<file path="src/rtl/otter_io_pkg.sv">
// Shared constants and types for the OTTER board input path.
// Debounce timing derives from the system clock rate; button indices are consumed by the wrapper.
package otter_io_pkg;

  localparam int CLK_HZ      = 50_000_000;
  localparam int DEBOUNCE_MS = 10;

  function automatic int ms_to_cycles(input int clk_hz, input int ms);
    return (clk_hz / 1000) * ms;
  endfunction

  localparam int DB_CYCLES_DEFAULT = ms_to_cycles(CLK_HZ, DEBOUNCE_MS);

  localparam int NUM_BTN    = 5;
  localparam int BTN_CENTER = 0;
  localparam int BTN_UP     = 1;
  localparam int BTN_LEFT   = 2;
  localparam int BTN_RESET  = 3;
  localparam int BTN_DOWN   = 4;

  typedef struct packed {
    logic db;
    logic rise;
    logic fall;
    logic pending;
  } ch_status_t;

endpackage

</file>
<file path="src/rtl/otter_input_conditioner_if.sv">
// Pin-side inputs and conditioned outputs of the input conditioner.
// master = board/consumer side, slave = conditioner.
interface otter_input_conditioner_if #(parameter int NUM_CH = 5);

  logic [NUM_CH-1:0] raw_in;
  logic [NUM_CH-1:0] db_out;
  logic [NUM_CH-1:0] rise;
  logic [NUM_CH-1:0] fall;
  logic              busy;

  modport master (output raw_in, input db_out, input rise, input fall, input busy);
  modport slave  (input raw_in, output db_out, output rise, output fall, output busy);

endinterface

</file>
<file path="src/rtl/otter_debounce_ch.sv">
// One input channel: synchroniser chain, stability counter, debounced level and edge strobes.
// A change is accepted after DB_CYCLES consecutive cycles of disagreement at the sync output.
module otter_debounce_ch
  import otter_io_pkg::*;
#(
  parameter int   SYNC_STAGES = 2,
  parameter int   DB_CYCLES   = DB_CYCLES_DEFAULT,
  parameter logic RESET_BIT   = 1'b0
) (
  input  logic       clk,
  input  logic       rst,
  input  logic       raw,
  output ch_status_t st
);

  localparam int CNT_W = $clog2(DB_CYCLES + 1);
  localparam logic [CNT_W-1:0] CNT_LAST = CNT_W'(DB_CYCLES - 1);

  logic [SYNC_STAGES-1:0] sync_q;
  logic [CNT_W-1:0]       cnt_q;
  logic                   db_q;
  logic                   rise_q;
  logic                   fall_q;
  logic                   s;

  assign s = sync_q[SYNC_STAGES-1];

  always_ff @(posedge clk) begin
    if (rst) begin
      sync_q <= {SYNC_STAGES{RESET_BIT}};
      cnt_q  <= '0;
      db_q   <= RESET_BIT;
      rise_q <= 1'b0;
      fall_q <= 1'b0;
    end else begin
      sync_q <= {sync_q[SYNC_STAGES-2:0], raw};
      rise_q <= 1'b0;
      fall_q <= 1'b0;
      // Any return to the accepted level restarts the stability window.
      if (s == db_q) begin
        cnt_q <= '0;
      end else if (cnt_q == CNT_LAST) begin
        db_q   <= s;
        cnt_q  <= '0;
        rise_q <= s;
        fall_q <= ~s;
      end else begin
        cnt_q <= cnt_q + 1'b1;
      end
    end
  end

  assign st = '{db: db_q, rise: rise_q, fall: fall_q, pending: s ^ db_q};

endmodule

</file>
<file path="src/rtl/otter_input_conditioner.sv">
// N independent debounced input channels with rise/fall strobes.
// busy is high while any channel has a change pending acceptance.
module otter_input_conditioner
  import otter_io_pkg::*;
#(
  parameter int                NUM_CH      = 5,
  parameter int                SYNC_STAGES = 2,
  parameter int                DB_CYCLES   = DB_CYCLES_DEFAULT,
  parameter logic [NUM_CH-1:0] RESET_VAL   = '0
) (
  input logic                      clk,
  input logic                      rst,
  otter_input_conditioner_if.slave io
);

  ch_status_t        st [NUM_CH];
  logic [NUM_CH-1:0] db_vec;
  logic [NUM_CH-1:0] rise_vec;
  logic [NUM_CH-1:0] fall_vec;
  logic [NUM_CH-1:0] pend_vec;

  for (genvar i = 0; i < NUM_CH; i++) begin : g_ch
    otter_debounce_ch #(
      .SYNC_STAGES (SYNC_STAGES),
      .DB_CYCLES   (DB_CYCLES),
      .RESET_BIT   (RESET_VAL[i])
    ) u_ch (
      .clk (clk),
      .rst (rst),
      .raw (io.raw_in[i]),
      .st  (st[i])
    );

    assign db_vec[i]   = st[i].db;
    assign rise_vec[i] = st[i].rise;
    assign fall_vec[i] = st[i].fall;
    assign pend_vec[i] = st[i].pending;
  end

  assign io.db_out = db_vec;
  assign io.rise   = rise_vec;
  assign io.fall   = fall_vec;
  assign io.busy   = |pend_vec;

endmodule

</file>
<file path="src/flat_wrapper.sv">
// flat-port wrapper written by rule: the top's interface ports become plain ports
module otter_input_conditioner_flat import otter_io_pkg::*;
#(
  parameter int                NUM_CH      = 5,
  parameter int                SYNC_STAGES = 2,
  parameter int                DB_CYCLES   = DB_CYCLES_DEFAULT,
  parameter logic [NUM_CH-1:0] RESET_VAL   = '0
)
  (clk, rst, io_raw_in, io_db_out, io_rise, io_fall, io_busy);
  otter_input_conditioner_if #(.NUM_CH(NUM_CH)) io_i ();
  input logic clk;
  input logic rst;
  input wire logic [$bits(io_i.raw_in)-1:0] io_raw_in;
  output wire logic [$bits(io_i.db_out)-1:0] io_db_out;
  output wire logic [$bits(io_i.rise)-1:0] io_rise;
  output wire logic [$bits(io_i.fall)-1:0] io_fall;
  output wire logic [$bits(io_i.busy)-1:0] io_busy;
  assign io_i.raw_in = io_raw_in;
  assign io_db_out = io_i.db_out;
  assign io_rise = io_i.rise;
  assign io_fall = io_i.fall;
  assign io_busy = io_i.busy;
  otter_input_conditioner #(.NUM_CH(NUM_CH), .SYNC_STAGES(SYNC_STAGES), .DB_CYCLES(DB_CYCLES), .RESET_VAL(RESET_VAL)) u_core (.clk(clk), .rst(rst), .io(io_i));
endmodule
</file>
<file path="config.mk">
export PLATFORM = sky130hd
export DESIGN_NAME = otter_input_conditioner_flat
export DESIGN_NICKNAME = d
export VERILOG_FILES = /design/src/rtl/otter_io_pkg.sv /design/src/rtl/otter_input_conditioner_if.sv /design/src/rtl/otter_debounce_ch.sv /design/src/rtl/otter_input_conditioner.sv /design/src/flat_wrapper.sv
export SDC_FILE = /design/constraint.sdc
export NUM_CORES = 1
export LEC_CHECK = 0
export ABC_AREA = 0
export CAP_MARGIN = 20
export CORE_MARGIN = 5
export CORE_UTILIZATION = 60
export CTS_CLUSTER_SIZE = 14
export DETAILED_ROUTE_END_ITERATION = 12
export HOLD_SLACK_MARGIN = 0.08
export PLACE_DENSITY = 0.83
export SLEW_MARGIN = 15
export SYNTH_ARGS = -nofsm -noshare
export SYNTH_HDL_FRONTEND = slang
export SYNTH_SLANG_ARGS = --single-unit
</file>
<file path="constraint.sdc">
create_clock -name clk -period 2.3 [get_ports clk]
set_input_delay 0.46 -clock clk [delete_from_list [all_inputs] [get_ports clk]]
set_output_delay 0.46 -clock clk [all_outputs]
set_load 0.005 [all_outputs]
</file>
==> flow_summary_export.csv <==
group,metric,value,unit
status,status,"finished clean",
cts,cts_buffer_depth,2,
die,die-height,103,um
power,peakVddDrop,0.000525,V
sta,relSlewSlack,63.1,%
yosys,synthArstFlopShare,0,%
setup_path,crit_required,1.84,ns
yosys,seq_area_frac_synth,45.9,%
yosys,syn_avg_cell_area,8.81,um^2
setup_path,r2r_slack,0.19,ns
cts,cts_tree,"yes",
sta,clock_skew,0.00881,ns
final_layout,fin_nets,626,
cts,cts_hold_buf,0,
setup_path,cp_num_buf_inv,1,
sta,max_freq,458,MHz
global_routing,grt_overflow,0,
yosys,netlist.area_leader.share,45.9,%
setup_path,worstPathCellList,"xor2_2 > nor4_2 > nand2_1 > dlygate4sd2_1",
detailed_routing,dr.pass1.iters,5,
sta,tightest_slew,0.553,ns
power,power.total,4.57,mW
setup_path,slowest_delay,0.34,ns
placement,gp_congestion,0.847,
cts,cts_buffers,17,
global_routing,top_usage_layer,"met2",
global_routing,grt_pass1_wl,18200,um
setup_path,timing.rr.start,"u_core.g_ch[4].u_ch.cnt_q[0]",
min_path,worstHoldStart,"u_core.g_ch[2].u_ch.sync_q[0]",
placement,place_area,5470,um^2
placement,io_buffer_count,22,
final_layout,finalNonFillerCells,735,
cts,postCtsSetupBuffers,0,
yosys,yosysMostFrequentCell,"dfxtp_1",
sta,period_share,95.0,%
yosys,yosys.area.top_type,"dfxtp_1",
global_routing,grt_usage,21.5,%
setup_path,critPathKind,"register to output pin",
yosys,ys_ff_latch,120,
flow_run,drv_cap,0,
sta,worst_slack,0.114,ns
global_routing,grt_max_degree,20,
final_layout,syn2layout_area_growth,15.3,%
detailed_routing,wl_per_cell,14.8,um
yosys,yosys_warnings,0,
sta,final.min_clock_period,2.19,ns
yosys,synth_fp_nets,606,
yosys,synth_commonest_cells,"dfxtp_1, nor2_1, xnor2_1",
global_routing,grtUsageMet2,35.8,%
yosys,ys.flop_type,"dfxtp_1",
global_routing,first_global_vias,4101,
cts,root_buffer,"clkbuf_8",
final_layout,final_cell_area,6040,um^2
sta,setup-tns-final,0,ns
final_layout,antenna_cells,0,
global_routing,antenna_found_initial,0,
setup_path,setup.worst_path.end_class,"output pin",
power,powerDensity,757,nW/um^2
setup_path,slowest_stage,"dfxtp_2",
detailed_routing,viasPerCell,5.85,
final_layout,drive_gt1_share,8.77,%
yosys,synth_area_leaders,"dfxtp_1, xnor2_1, nor2_1",
die,fp.dieW,103,um
yosys,syn-cell-area,5240,um^2
setup_path,worstPathMaxFanout,3,
detailed_routing,drt_iter0_drc,213,
die,placeableCoreArea,8590,um^2
detailed_routing,antenna_left,0,
cts,cts_max_level,4,
global_routing,met1_usage,25.6,%
detailed_routing,vias,4303,
die,dieArea,10700,um^2
detailed_routing,routed_wl,10900,um
sta,final_hold_viol_count,0,
setup_path,critPathLaunchType,"register",
die,initial_utilization,60.9,%
cts,clk_pin_slew,0.05,ns
yosys,synth_cell_types,43,
setup_path,worstPathArrival,1.73,ns
placement,hpwl,7290,um
die,num_rows,34,
final_layout,utilization,70.3,%
placement,pre_cts_slack,0.211,ns
power,cellLeakagePower,1.83,nW
placement,dp.cells,703,
yosys,synth_edf_count,0,
setup_path,crit_start,"u_core.g_ch[2].u_ch.db_q",
sta,finalMaxSlewViolations,0,
cts,clock_latency,0.52,ns
sta,setup_viol,0,
cts,clock_sinks,120,
detailed_routing,drc_errors,0,
yosys,synthCells,594,
die,pin_count,23,
setup_path,cp_top_family,"simple AND/OR/NAND/NOR gates",
min_path,hold_path.class,"register to register",
sta,hold_slack,0.438,ns
global_routing,groute.layer.met3.usage,6.17,%
==> path summary, 6_finish.rpt <==
check,end,depth (start not counted)
setup / recovery,io_busy,4
hold / removal,u_core.g_ch[2].u_ch.sync_q[1],1
setup reg to reg,u_core.g_ch[4].u_ch.cnt_q[3],5
hold reg to reg,u_core.g_ch[2].u_ch.sync_q[1],1
==> final cells by class <==
type	instances	area, um^2
sequential	120	2400
inverter	17	63.8
clock inverter	11	98.8
tap	108	135
clock buffer	21	449
timing repair buffer	31	287
fill	635	2560
multi-input combinational	427	2600
==> repair_timing <==
item,CTS,global route
resized for setup,1,4
setup endpoints to repair,1,1
pin swaps,2,2
==> registers in the layout (all words and copies together) (netlist names) <==
register / flops
u_core.g_ch.u_ch.rise_q: 5
u_core.g_ch.u_ch.fall_q: 5
u_core.g_ch.u_ch.sync_q: 10
u_core.g_ch.u_ch.cnt_q: 95
u_core.g_ch.u_ch.db_q: 5
==> kinds of logic after synthesis <==
family / share of synthesized area [%]
AO/OA/AOI/OAI: 5.09
adder cells (fa/ha/maj): 1.20
flip-flops: 45.9
buffers and inverters: 4.73
AND/OR/NAND/NOR: 30.5
multiplexers: 0.382
XOR/XNOR: 12.2
==> power breakdown <==
group	switching [mW]	internal, mW
clock	0.926	1.48
combinational	0.0339	0.0266
sequential	0.00831	2.09
==> layer usage <==
metal  up-vias  wire length [um]
li1       2116                 -
met2       107              5350
met4         0               265
met3        29               487
met5         -                 0
met1      2051              4780
==> cell usage in the layout (no fill, tap or decap), types with 13 or more instances in the layout <==
| cell type | instances |
|---|---|
| nand2_1 | 35 |
| xor2_1 | 28 |
| or3_1 | 15 |
| xnor2_1 | 44 |
| clkbuf_16 | 16 |
| nand4_1 | 30 |
| nor4_1 | 21 |
| dfxtp_1 | 118 |
| o21ai_0 | 13 |
| a21oi_1 | 21 |
| nor3_1 | 19 |
| inv_1 | 16 |
| nor2_1 | 89 |
| clkdlybuf4s50_1 | 21 |
| nand3_1 | 31 |
Note: power is estimated with default switching activity, not from simulation.
